[src/rtl/fetch_unit.sv]
// Purpose : instruction fetch unit; word-aligned PC, one-cycle memory, DEPTH-entry in-order queue.
// Latency : start edge k -> request in cycle k+1 -> instr_valid_o after edge k+2; one instruction per cycle sustained.
// Backpressure: requests stop while queue occupancy plus in-flight reaches DEPTH; memory is never stalled.
//
// Ports:
//   clk_i, rst_i (async, active-high)      clock and reset
//   start_i                                level; 1 = fetch enabled
//   imem_req_o / imem_addr_o               fetch request and its word address
//   imem_rvalid_i / imem_rdata_i           response, exactly one cycle after the request
//   redirect_i / redirect_pc_i             redirect pulse and target (bits [1:0] ignored)
//   instr_valid_o / instr_o / instr_pc_o   queue head
//   instr_ready_i                          consumer accepts the head
//   fetch_cnt_o / stall_cnt_o              saturating counters, only with FETCH_PERF_CNT_EN defined
//
// Optional feature macro: FETCH_PERF_CNT_EN

module fetch_unit #(
    parameter int                ADDR_W   = 32,
    parameter int                DATA_W   = 32,
    parameter int                DEPTH    = 4,
    parameter logic [ADDR_W-1:0] RESET_PC = '0
) (
    input  logic              clk_i,
    input  logic              rst_i,
    input  logic              start_i,
    output logic              imem_req_o,
    output logic [ADDR_W-1:0] imem_addr_o,
    input  logic              imem_rvalid_i,
    input  logic [DATA_W-1:0] imem_rdata_i,
    input  logic              redirect_i,
    input  logic [ADDR_W-1:0] redirect_pc_i,
    output logic              instr_valid_o,
    output logic [DATA_W-1:0] instr_o,
    output logic [ADDR_W-1:0] instr_pc_o,
    input  logic              instr_ready_i
`ifdef FETCH_PERF_CNT_EN
    ,
    output logic [31:0]       fetch_cnt_o,
    output logic [31:0]       stall_cnt_o
`endif
);

    localparam int PTR_W = (DEPTH > 1) ? $clog2(DEPTH) : 1;
    localparam int CNT_W = PTR_W + 1;

    localparam logic [0:0] ST_IDLE = 1'b0;
    localparam logic [0:0] ST_RUN  = 1'b1;

    logic [0:0]        state;
    logic [ADDR_W-1:0] pc;
    logic              inflight_q;
    logic [ADDR_W-1:0] inflight_pc;
    logic [CNT_W-1:0]  count;
    logic [PTR_W-1:0]  wr_ptr;
    logic [PTR_W-1:0]  rd_ptr;
    logic [DATA_W-1:0] data_mem [DEPTH];
    logic [ADDR_W-1:0] pc_mem   [DEPTH];

    logic [CNT_W-1:0]  occupancy;
    logic              push;
    logic              pop;

    // Low target bits are architecturally ignored.
    logic unused_redirect_lsbs;
    assign unused_redirect_lsbs = ^redirect_pc_i[1:0];

    // Credits count the outstanding response too, so a full queue never has to refuse one.
    assign occupancy     = count + CNT_W'(inflight_q);
    assign imem_req_o    = (state == ST_RUN) && !redirect_i && (occupancy < CNT_W'(DEPTH));
    assign imem_addr_o   = pc;

    // A response that coincides with a redirect belongs to the abandoned path; inflight_q
    // also filters any response that has no issued request behind it (e.g. after reset).
    assign push          = imem_rvalid_i && inflight_q && !redirect_i;
    assign instr_valid_o = (count != '0) && !redirect_i;
    assign pop           = instr_valid_o && instr_ready_i;

    // Head comes straight from storage; storage is cleared on reset so the head reads 0.
    assign instr_o       = data_mem[rd_ptr];
    assign instr_pc_o    = pc_mem[rd_ptr];

    always_ff @(posedge clk_i or posedge rst_i) begin
        if (rst_i) begin
            state       <= ST_IDLE;
            pc          <= RESET_PC;
            inflight_q  <= 1'b0;
            inflight_pc <= '0;
        end else begin
            case (state)
                ST_IDLE: if (start_i)  state <= ST_RUN;
                ST_RUN:  if (!start_i) state <= ST_IDLE;
                default:               state <= ST_IDLE;
            endcase

            // Requests are never issued in a redirect cycle, so a redirect also clears this.
            inflight_q <= imem_req_o;
            if (imem_req_o) begin
                inflight_pc <= pc;
            end

            if (redirect_i) begin
                pc <= {redirect_pc_i[ADDR_W-1:2], 2'b00};
            end else if (imem_req_o) begin
                pc <= pc + ADDR_W'(4);
            end
        end
    end

    always_ff @(posedge clk_i or posedge rst_i) begin
        if (rst_i) begin
            count  <= '0;
            wr_ptr <= '0;
            rd_ptr <= '0;
            for (int i = 0; i < DEPTH; i++) begin
                data_mem[i] <= '0;
                pc_mem[i]   <= '0;
            end
        end else if (redirect_i) begin
            count  <= '0;
            wr_ptr <= '0;
            rd_ptr <= '0;
        end else begin
            if (push) begin
                data_mem[wr_ptr] <= imem_rdata_i;
                pc_mem[wr_ptr]   <= inflight_pc;
                wr_ptr           <= wr_ptr + PTR_W'(1);
            end
            if (pop) begin
                rd_ptr <= rd_ptr + PTR_W'(1);
            end
            case ({push, pop})
                2'b10:   count <= count + CNT_W'(1);
                2'b01:   count <= count - CNT_W'(1);
                default: count <= count;
            endcase
        end
    end

`ifdef FETCH_PERF_CNT_EN
    always_ff @(posedge clk_i or posedge rst_i) begin
        if (rst_i) begin
            fetch_cnt_o <= '0;
            stall_cnt_o <= '0;
        end else begin
            if (push && (fetch_cnt_o != 32'hFFFF_FFFF)) begin
                fetch_cnt_o <= fetch_cnt_o + 32'd1;
            end
            if ((state == ST_RUN) && !imem_req_o && !redirect_i &&
                (stall_cnt_o != 32'hFFFF_FFFF)) begin
                stall_cnt_o <= stall_cnt_o + 32'd1;
            end
        end
    end
`endif

endmodule

[config.mk]
export PLATFORM = sky130hd
export DESIGN_NAME = fetch_unit
export DESIGN_NICKNAME = d
export VERILOG_FILES = /design/src/rtl/fetch_unit.sv
export SDC_FILE = /design/constraint.sdc
export NUM_CORES = 1
export LEC_CHECK = 0
export CORE_MARGIN = 3
export CORE_UTILIZATION = 42
export DETAILED_ROUTE_END_ITERATION = 12
export GPL_ROUTABILITY_DRIVEN = 0
export PLACE_DENSITY_LB_ADDON = 0.1
export SLEW_MARGIN = 20
export SYNTH_ARGS = -nofsm -noshare
export SYNTH_HDL_FRONTEND = slang
export SYNTH_SLANG_ARGS = --single-unit
[constraint.sdc]
create_clock -name clk_i -period 24 [get_ports clk_i]
set_input_delay 4.8 -clock clk_i [delete_from_list [all_inputs] [get_ports clk_i]]
set_output_delay 4.8 -clock clk_i [all_outputs]
set_load 0.01 [all_outputs]
After elaboration in Yosys (flattened, before gate mapping)
Index checks and enable logic that the tools add are counted.
Widths: inputs -> output; s select.
{ "classes": {"bitwise_logic": 3, "muxes": 19, "magnitude_cmp": 4, "addsub": 6, "eq_ne": 2, "reduce_logical": 14} }
{ "op_table": {"columns": ["op", "count"], "rows": [
  ["$bwmux 128", 2],
  ["$mux 32", 7],
  ["$bmux 32 s2", 2],
  ["$demux 32 s2", 1],
  ["$add 32x3->32 const B", 1],
  ["$mux 2", 4],
  ["$logic_and 1x1->1", 7],
  ["$ge 3x3->1 const B", 2],
  ["$not 2->3", 2],
  ["$pmux 3 s2", 1],
  ["$reduce_bool 2->1", 3],
  ["$reduce_bool 3->1", 2],
  ["$add 2x1->2 const B", 2],
  ["$add 3x1->3", 1],
  ["$add 3x1->3 const B", 1],
  ["$lt 3x1->1 const B", 1],
  ["$lt 3x3->1 const B", 1],
  ["$mux 3", 1],
  ["$sub 3x1->3 const B", 1],
  ["$eq 2x1->1 const B", 1],
  ["$eq 2x2->1 const B", 1],
  ["$reduce_and 2->1", 1],
  ["$logic_not 1->1", 1],
  ["$mux 1", 1],
  ["$not 1->1", 1]
]} }
{ "word_totals": {"in_bits": 70, "regBits": 329, "output_inout_bits": 98, "word_cells": 63} }

Depth between registers and ports, before layout
{ "depth": {"word_depth": 6, "ltp_mapped": 9, "mapped_depth_nobuf": 8} }

Worst setup path after synthesis
No wires, ideal clock.
{ "synth_timing": {"path_kind": "input to output", "from": "in redirect_i", "to": "out imem_req_o", "slack_ns": 13.514, "arrival_ns": 5.686, "n_path_buf": 1, "required_time_ns": 19.200, "stages": 3, "path_cell_list": "or3b_1 > mux2i_4 > buf_2"} }
{ "synth_between": {"elab_chain_len": 3} }
{ "synth_lines": {"columns": ["item", "line_no", "text"], "rows": [
  ["start, declared", "30", "input logic redirect_i,"],
  ["$logic_not 1->1", "69", "assign imem_req_o = (state == ST_RUN) && !redirect_i && (occupancy < CNT_W'(DEPTH));"],
  ["$logic_and 1x1->1 (2 in a row)", "69", null],
  ["end, declared", "26", "output logic imem_req_o,"]
]} }
No other way between the ends.

Final worst setup path
Same ends and word-level chain as after synthesis.

==> impl_results.md <==
- Crit end category: output port
- Critical Path Start: redirect_i
- Clk_skew: 0.0157 ns
- Final Setup Violations: 0
- Initial antenna violation count: 2
- # H-tree levels: 2
- Clock sink total: 317
- Post-CTS sizing: 0
- RSZ-0062 raised after global routing: no
- Hold crit path type: reg2reg
- Fill cells: 2777
- Sequential-to-total area share from yosys stat: 0.569
- Slew @ Worst Pin: 1.10 ns
- P_leak: 7.62 nW
- DIE AREA: 0.0354 mm^2
- Final period util: 0.468
- Worst Path Required: 19.20 ns
- Total chip power: 1.46 mW
- HP Start: data_mem[43]$_DFFE_PP0P_
- TritonRoute pass-1 iters: 5
- Post-CTS Hold Buffers: 0
- CTS tree: yes
- Clk_lat worst skew: 0.51 ns
- Max frequency: 89.0 MHz
- Combinational share of power: 0.195
- Peak VDD IR: 49.8 uV
- Boundary pin count: 168
- Instance count of the mapped netlist: 912
- DRT antenna net count: 0
- GR Overflow Total: 0
- R2R Path End: data_mem[11]$_DFFE_PP0P_
- Synth Cell Area: 0.0139 mm^2
- Non-Filler Instances: 1531
- FP Rows: 66
- Via count: 8039
- Final hold violations: 0
- Die Wd: 188 um
- CTS Root Cell: clkbuf_16
- First-pass GRT wire length: 48800 um
- Syn Area/Cell: 15.3 um^2
- Per-cell routed wire length: 19.9 um
- Slew headroom: 0.264
- Hold Crit Depth: 1
- CTS Buf Count: 37
- R2R Setup Slk: 21.12 ns
- Clk slew on worst S/H paths: 0.05 ns
- Layout Nets: 1143
- CP Launch Type: input pin
- Sw frac: 0.246
- Layout cells sized above 1: 0.376
- Vert. Die Dim: 188 um
- Worst R2R Path Depth: 4
- Vias in the first global route: 8493
- Synth cell types: 40
- DRT iter0 DRCs: 288
- Buffer count from post-CTS setup fixing: 0
- Reg-to-reg startpoint: inflight_q$_DFF_PP0_
- Max Cap Viol: 0
- Final hold slack: 0.496 ns
- P per Cell Area: 85.6 mW/mm^2
- Most frequent cells in the layout: dfrtp_1, mux2_2, clkdlybuf4s50_1
- Inst Count DP: 1470
- Power share of the sequential group: 0.450
- Ys Warns: 0
- DRC viols: 0
- Post-synth ARST share: 1.00
- Arrival time worst endpoint: 6.43 ns
- Crit path kind: in2out
- Switch Pwr: 0.360 mW
- Clock power frac: 0.356
- Tot GR Track Use: 0.174
- Top FF cell, synth: dfrtp_1
- Vias/cell: 5.25
- Initial Util: 0.428
- Clock buffer depth: 3
- Max FO, Critical Path: 59
- Antenna Cells: 0
- DP Wirelength: 17600 um
- Largest net degree at the start of global routing: 128
- Sum Neg Setup Slack: 0 ns
- Commonest non-fill, non-tap cell in the layout: dfrtp_1
- Port bufs: 161
- Fin. max-slew vios: 0
- Status: finished, final reports clean
- Yosys reg bits: 317
- Int Pwr: 1.10 mW
- Post-synth EDFFs: 0
- Layout area overhead: 22.6%
- Min-Delay Endpoint: data_mem[43]$_DFFE_PP0P_
- DRT Wirelength: 30400 um
- CORE AREA: 0.0326 mm^2
- Fin crit period: 11.23 ns
==> metrics by stage <==
stage	cell area [um^2]	utilization	setup WS, ns
4_1_cts	17100	0.523	12.74
6_report	17100	0.524	12.77
5_1_grt	17100	0.524	12.69
2_1_floorplan	14000	-	10.43
3_3_place_gp	16000	0.490	12.74
3_5_place_dp	16000	0.490	12.75
==> cells in the mapped netlist (all sizes together), types with 6 or more instances <==
| library cell | count | area, um^2 |
|---|---|---|
| mux4 | 62 | 1400 |
| dfrtp | 317 | 7930 |
| and3 | 9 | 56.3 |
| nand2 | 44 | 165 |
| o21ai | 27 | 135 |
| nor2 | 14 | 52.6 |
| mux2i | 6 | 85.1 |
| mux2 | 279 | 3140 |
| nand3 | 15 | 87.6 |
| nand4 | 15 | 93.8 |
| clkbuf | 36 | 135 |
| xor2 | 22 | 193 |
| buf | 19 | 108 |
==> per-layer routing <==
layer | share of wire | global-route usage | vias up
met1 | 0.45 | 0.236 | 4165
met3 | 0.048 | 0.0374 | 44
met2 | 0.48 | 0.292 | 154
met4 | 0.016 | 0.0367 | 4
met5 | 0.00089 | 0 | -
li1 | - | - | 3672
==> cells by family (layout without fill, tap and decap cells) <==
family | after synthesis | after routing | synth area share
muxes | 347 | 347 | 0.332
and+or+nand+nor | 117 | 117 | 0.0432
buffers and inverters | 59 | 233 | 0.0185
other | 1 | 4 | 0.000269
DFF | 317 | 317 | 0.569
adders and majority gates | 6 | 6 | 0.00592
AOI/OAI and AO/OA | 39 | 39 | 0.0154
xor gates and xnor gates | 26 | 26 | 0.0163
==> worst max path at each step <==
stage	end	slack [ns]	depth (start not counted)
floorplan	count[0]$_DFFE_PP0P_	10.43	1
global placement	imem_req_o	12.74	5
detailed placement	imem_req_o	12.75	5
CTS	imem_req_o	12.74	5
global route	imem_req_o	12.69	5
finish	imem_req_o	12.77	5
==> flip-flops by register name, summed over array words and instances, names as in the netlist <==
name and count:
inflight_q 1, wr_ptr 2, data_mem 128, state 1, rd_ptr 2, inflight_pc 30, imem_addr_o 30, pc_mem 120
count 3
==> critical path: stages <==
cell	delay, ns
buf_2	0.09
buf_4	0.28
or3b_1	0.47
mux2i_4	0.20
clkdlybuf4s50_1	0.57
==> power by group through the flow <==
stage | Sequential (mW) | Combinational (mW) | Clock (mW)
6_report | 0.657 | 0.285 | 0.520
5_1_grt | 0.669 | 0.307 | 0.558
4_1_cts | 0.658 | 0.291 | 0.537
3_5_place_dp | 0.667 | 0.290 | 0
3_3_place_gp | 0.667 | 0.287 | 0
2_1_floorplan | 0.649 | 0.165 | 0
==> area by class of cell <==
cell class | count | area [um^2] | area share
clock buffer | 54 | 1020 | 0.0597
clock inverter | 7 | 85.1 | 0.00498
inverter | 4 | 22.5 | 0.00132
multi-input combinational | 539 | 5810 | 0.340
sequential | 317 | 7940 | 0.465
tap | 442 | 553 | 0.0324
timing repair buffer | 168 | 1660 | 0.0971
Note: power is estimated with default switching activity, not from simulation.
